$ cat src/rtl/usb_pkg.sv
// usb_pkg: shared FSM states, timing constants and USB line encodings for the transmitter.
package usb_pkg;
  typedef logic [2:0] state_t;
  localparam state_t IDLE     = 3'd0;
  localparam state_t TX_SYNC  = 3'd1;
  localparam state_t TX_DATA  = 3'd2;
  localparam state_t TX_STUFF = 3'd3;
  localparam state_t TX_EOP   = 3'd4;
  localparam state_t TX_J     = 3'd5;
  localparam logic [7:0] SYNC_BYTE = 8'h80;
  localparam int CLKS_PER_BIT = 8;
  localparam int STUFF_LIMIT = 6;
  localparam int FIFO_DEPTH = 8;
  localparam logic [1:0] LINE_J   = 2'b10;
  localparam logic [1:0] LINE_K   = 2'b01;
  localparam logic [1:0] LINE_SE0 = 2'b00;
  function automatic logic [1:0] nrzi(input logic [1:0] line, input logic b);
    return b ? line : (line == LINE_J ? LINE_K : LINE_J);
  endfunction
endpackage

$ cat src/rtl/tx_fifo.sv
// tx_fifo: 8x8 transmit FIFO with registered full/empty; a push while full succeeds only alongside a pop.
module tx_fifo
  import usb_pkg::*;
(
  input  logic       clk,
  input  logic       rst,
  input  logic       push,
  input  logic       pop,
  input  logic [7:0] w_data,
  output logic [7:0] r_data,
  output logic       full,
  output logic       empty
);
  localparam int AW = $clog2(FIFO_DEPTH);
  logic [AW-1:0] wptr_q, wptr_d, rptr_q, rptr_d;
  logic [AW:0] cnt_q, cnt_d;
  logic full_q, full_d, empty_q, empty_d, wr, rd;
  logic [7:0] mem_q [FIFO_DEPTH];
  always_comb begin
    rd = pop && !empty_q;
    wr = push && (!full_q || rd);
    wptr_d = wptr_q + AW'(wr);
    rptr_d = rptr_q + AW'(rd);
    cnt_d = cnt_q + (AW+1)'(wr) - (AW+1)'(rd);
    full_d = cnt_d == (AW+1)'(FIFO_DEPTH);
    empty_d = cnt_d == '0;
  end
  always_ff @(posedge clk or posedge rst)
    if (rst) begin
      wptr_q <= '0;
      rptr_q <= '0;
      cnt_q <= '0;
      full_q <= 1'b0;
      empty_q <= 1'b1;
    end else begin
      wptr_q <= wptr_d;
      rptr_q <= rptr_d;
      cnt_q <= cnt_d;
      full_q <= full_d;
      empty_q <= empty_d;
    end
  always_ff @(posedge clk)
    if (wr) mem_q[wptr_q] <= w_data;
  assign r_data = mem_q[rptr_q];
  assign full = full_q;
  assign empty = empty_q;
endmodule

$ cat src/rtl/usb_transmitter.sv
// usb_transmitter: sends FIFO bytes as one USB packet (SYNC, NRZI data with bit stuffing, EOP).
module usb_transmitter
  import usb_pkg::*;
(
  input  logic       clk,
  input  logic       rst,
  input  logic       w_enable,
  input  logic [7:0] w_data,
  input  logic       send,
  output logic       d_plus,
  output logic       d_minus,
  output logic       transmitting,
  output logic       empty,
  output logic       full,
  output logic       tx_done
);
  localparam int TW = $clog2(CLKS_PER_BIT);
  state_t state_q, state_d;
  logic [TW-1:0] timer_q, timer_d;
  logic [2:0] bit_q, bit_d, ones_q, ones_d;
  logic [7:0] shift_q, shift_d, fifo_data;
  logic [1:0] line_q, line_d;
  logic done_q, done_d;
  logic start, bit_end, stuff_due, byte_end, advance, pop, emit, emit_bit;
  tx_fifo u_fifo (
    .clk(clk), .rst(rst), .push(w_enable), .pop(pop), .w_data(w_data),
    .r_data(fifo_data), .full(full), .empty(empty)
  );
  // state_q names the kind of bit currently on the line; every decision happens at its last clock
  always_comb begin
    start = state_q == IDLE && send && !empty;
    bit_end = timer_q == TW'(CLKS_PER_BIT - 1);
    stuff_due = ones_q == 3'(STUFF_LIMIT);
    byte_end = bit_q == 3'd7;
    advance = bit_end && (state_q == TX_STUFF || ((state_q == TX_SYNC || state_q == TX_DATA) && !stuff_due));
    pop = advance && byte_end && !empty;
    emit = start || (advance && (!byte_end || pop));
    emit_bit = start ? SYNC_BYTE[0] : pop ? fifo_data[0] : shift_q[bit_q + 3'd1];
    state_d = state_q;
    timer_d = state_q == IDLE ? '0 : timer_q + TW'(1);
    bit_d = bit_q;
    ones_d = ones_q;
    shift_d = shift_q;
    line_d = line_q;
    done_d = 1'b0;
    if (emit) begin
      line_d = nrzi(line_q, emit_bit);
      ones_d = emit_bit ? ones_q + 3'd1 : 3'd0;
    end
    if (start) begin
      state_d = TX_SYNC;
      shift_d = SYNC_BYTE;
      bit_d = 3'd0;
      timer_d = '0;
    end else if (bit_end) begin
      if ((state_q == TX_SYNC || state_q == TX_DATA) && stuff_due) begin
        state_d = TX_STUFF;
        line_d = nrzi(line_q, 1'b0);
        ones_d = 3'd0;
      end else if (pop) begin
        state_d = TX_DATA;
        shift_d = fifo_data;
        bit_d = 3'd0;
      end else if (advance && !byte_end) begin
        state_d = state_q == TX_STUFF ? TX_DATA : state_q;
        bit_d = bit_q + 3'd1;
      end else if (advance) begin
        state_d = TX_EOP;
        line_d = LINE_SE0;
        bit_d = 3'd0;
        ones_d = 3'd0;
      end else if (state_q == TX_EOP) begin
        state_d = bit_q == 3'd1 ? TX_J : TX_EOP;
        line_d = bit_q == 3'd1 ? LINE_J : LINE_SE0;
        bit_d = bit_q + 3'd1;
      end else if (state_q == TX_J) begin
        state_d = IDLE;
        done_d = 1'b1;
      end
    end
  end
  always_ff @(posedge clk or posedge rst)
    if (rst) begin
      state_q <= IDLE;
      timer_q <= '0;
      bit_q <= 3'd0;
      ones_q <= 3'd0;
      shift_q <= 8'd0;
      line_q <= LINE_J;
      done_q <= 1'b0;
    end else begin
      state_q <= state_d;
      timer_q <= timer_d;
      bit_q <= bit_d;
      ones_q <= ones_d;
      shift_q <= shift_d;
      line_q <= line_d;
      done_q <= done_d;
    end
  assign {d_plus, d_minus} = line_q;
  assign transmitting = state_q != IDLE;
  assign tx_done = done_q;
endmodule

$ cat config.mk
export PLATFORM = sky130hd
export DESIGN_NAME = usb_transmitter
export DESIGN_NICKNAME = d
export VERILOG_FILES = /design/src/rtl/usb_pkg.sv /design/src/rtl/tx_fifo.sv /design/src/rtl/usb_transmitter.sv
export SDC_FILE = /design/constraint.sdc
export NUM_CORES = 1
export LEC_CHECK = 0
export ABC_AREA = 1
export BUFFER_PORTS_ARGS = -buffer_cell sky130_fd_sc_hd__buf_2
export CORE_UTILIZATION = 55
export DETAILED_ROUTE_END_ITERATION = 10
export PLACE_DENSITY = 0.72
export SYNTH_ARGS = -nofsm -noshare
export SYNTH_HDL_FRONTEND = slang
export SYNTH_SLANG_ARGS = --single-unit
$ cat constraint.sdc
create_clock -name clk -period 5.38 [get_ports clk]
set_input_delay 0.538 -clock clk [delete_from_list [all_inputs] [get_ports clk]]
set_output_delay 0.538 -clock clk [all_outputs]
set_load 0.01 [all_outputs]
==> impl_results.md <==
* Tmin final at 3000 ps
* Sequential share of power at between 40 and 50%
* Clock latency on the worst-skew pair at ~370 ps
* Mux contribution to synthesized area at 0%
* Antenna Cells at 0
* Pre-antenna DRT Iters at 4
* Post-synth top area cell: edfxtp_1
* Via Count at roughly 3,000
* Clock power share at between 20 and 30%
* Layout cell share with drive strength beyond 1 at about 14%
* Top post-synthesis cells by count: nand2_1, edfxtp_1, inv_1, dfrtp_1
* Max-slew headroom at 32.54%
* R2R Path Start: ones_q[0]
* P&R area growth vs syn at 9.178%
* Fin Clk Skew at about 9.4 ps
* R2R setup slack at roughly 2400 ps
* Chip height at around 92 um
* Root Driver: clkbuf_8
* Synth area leaders: edfxtp_1, dfrtp_1, nand2_1, ha_1, nand3_1
* Maximum clock path buffer count at 2
* CP max stage delay at approximately 500 ps
* Core ar. at 7767 um2
* RSZ-0062 raised after global routing: false
* Fin. max-slew vios at 0
* Post-synth ARST share at ~35%
* DRT Wirelength at 8770 um
* Vias in the first global route at 2,920
* Hold Fails Final Rpt at 0
* Yosys reg bits at roughly 100
* HP Class: input port to async pin
* Post-synth EDFFs at 64
* Worst vdd ir at approximately 0.21 mV
* Antenna-violating nets left at 0
* WL/cell at about 16 um
* Post-Synth Adder-Cell Area at ~4.7%
* Arrival time worst endpoint at between 3000 and 4000 ps
* Final TNS setup at 0 ps
* Lkg Pwr at between 2 and 2.5 nW
* Power Dens Cells at roughly 450 nW/um2
* Syn Std Cell Area at ~4400 um2
* Die X at 91.89 um
* CP Class: flip-flop to flip-flop
* Path depth of the worst reg2reg path at 15
* All-Layer GR Usage at between 20% and 30%
* DRT iter0 DRCs at between 150 and 200
* CP required at between 5000 and 6000 ps
* Vias/cell at around 5.6
* Initial antenna violation count at 0
* CTS tree: yes
* Syn. warnings at 0
* Maxcap violations at 0
* Count leader, synth: nand2_1
* Total congestion overflow at 0
* Placer Congestion at between 0.8 and 0.9
* DP Wirelength at 5691 um
* CP max-delay cell: fa_1
* CTS Sinks at 99
* Switch share at 33.62%
* Seq/Total Area, Yosys at ~63%
* Sw power at ~730 uW
* Nets at approximately 450
* Compound-Gate Fraction of Synth Area at under 10%
* Internal at between 1 and 1.5 mW
* Synth Area per Inst at ~11 um2
* Resized cells post-CTS at 0
* Tcrit/Tclk final at a little under three fifths
* FMAX at approximately 0.33 GHz
* Initial Util at about 57%
* Cells after synthesis at slightly above 400
* Post-CTS Hold Buffers at 0
* Clock H-tree levels at 3
* DRC viols at 0
* Worst Tran Pin Value at slightly above 1000 ps
* IO Count at 18
* Cell mode on critical path: inv_1
* Power Total at ~2.2 mW
* Reg-to-Reg End: u_fifo.empty
* DIE AREA at between 8000 and 9000 um2
* Post-Synth XOR/XNOR Area at between 1 and 1.5%
* Outcome: finished, final reports clean
* Post-synthesis simple-gate area fraction at 18.47%
* CP max FO at 9
* Post-synth top flop: edfxtp_1
* Critical Path, Cell by Cell: inv_1 > ha_1 > nand2_1 > nand3_2 > nand2_2 > nand4_4 > inv_1 > ha_1 > inv_1 > ha_1 > inv_1 > fa_1 > inv_1 > or3_1 > nor2_1
* Fill cell count at ~630
* Setup-failing EPs final at 0
* Comb power frac at around a quarter
* Synth unique cells at 37
* CTS Buf Count at 9
* Port-buffer cells at 17
* Top-area cell type share of the netlist area at a little over two fifths
* # Post-CTS Setup Buffers at 0
* Syn Nets at 433
* First-pass GRT wire length at 14,560 um
* Rows at 32
* Worst setup EP type: flip-flop
* Clock slew at reported path FFs at 100 ps
* Largest family of logic cells by synthesized area: simple AND/OR/NAND/NOR gates
* Pin count of the biggest net entering global routing at 36
* Startpoint Class: flip-flop
-- flip-flops by register name, summed over array words and instances, names as in the netlist --
register / cells
u_fifo.mem_q: 64
shift_q: 8
u_fifo.cnt_q: 4
bit_q: 3
ones_q: 3
state_q: 3
timer_q: 3
u_fifo.rptr_q: 3
u_fifo.wptr_q: 3
line_q: 2
tx_done: 1
u_fifo.empty: 1
u_fifo.full: 1
-- logic make-up after synthesis --
| group | Yosys count |
|---|---|
| compound gates | 55 |
| fa+ha+maj | 16 |
| buf+inv | 52 |
| simple gates | 177 |
| flops | 99 |
| xor+xnor | 6 |
-- power groups by stage --
stage | logic (mW) | registers (mW) | clock network (mW)
after floorplan | 0.448 | 1.06 | 0
after global placement | 0.565 | 1.06 | 0
after detailed placement | 0.584 | 1.07 | 0
after CTS | 0.591 | 1.06 | 0.551
after global routing | 0.673 | 1.07 | 0.581
final | 0.582 | 1.06 | 0.545
-- cells in the final DEF (no fill, tap or decap), drive strengths merged, types with 9 or more instances in the layout --
master	netlist	routed
nand3	34	34
clkbuf	2	9
nor2	32	32
nand2	101	101
dfrtp	33	33
o21ai	15	15
buf	9	20
inv	41	44
a21oi	22	22
ha	15	15
edfxtp	64	64
-- per-layer routing --
layer	routed length (um)	part of all wire [%]	track usage (%)	up-vias
met3	345	3.9	3.731	11
met4	106	1.2	7.161	0
met2	4270	49	37.00	67
li1	-	-	-	1426
met5	0	0	0	-
met1	4047	46	31.98	1468
-- worst max-delay path: cells and delay by family, from the launching register on --
kind / cells / cell delay, ps
adders and majority gates: 4 / 1120
and+or+nand+nor: 6 / 980
buffers and inverters: 5 / 460
DFF: 1 / 390
-- area by class of cell --
cell class                      instances  area, um2  area share (%)
Clock buffer                            9      123.9           2.553
Clock inverter                          7      107.6           2.218
Inverter                               41      153.9           3.172
Multi-Input combinational cell        254       1431           29.50
Sequential cell                        99       2800           57.71
Tap cell                              102      127.6           2.630
Timing Repair Buffer                   20      107.6           2.218
-- worst max-delay path by stage --
stage                         to        from  cells past startpoint  slack [ps]
finish              u_fifo.empty   ones_q[0]                     15        2380
global route         u_fifo.full   ones_q[0]                     15        2130
CTS                  u_fifo.full   ones_q[0]                     15        2370
detailed placement   u_fifo.full   ones_q[0]                     15        2420
global placement    u_fifo.empty   ones_q[0]                     15        2510
floorplan           u_fifo.empty  timer_q[0]                     13        2670
-- per-stage QoR --
stage                     hold slack [ps]  setup slack [ps]  instances  cell area, um2  util, %
after CTS                           267.5              2366        532            4852    62.47
after global placement              419.4              2513        516            4621    59.49
after global routing                323.1              2133        532            4852    62.47
final                               262.6              2380        532            4852    62.47
after floorplan                     409.9              2668        405            4444        -
after detailed placement            438.9              2416        516            4621    59.49
No activity file was read; power rests on OpenSTA's default activity.
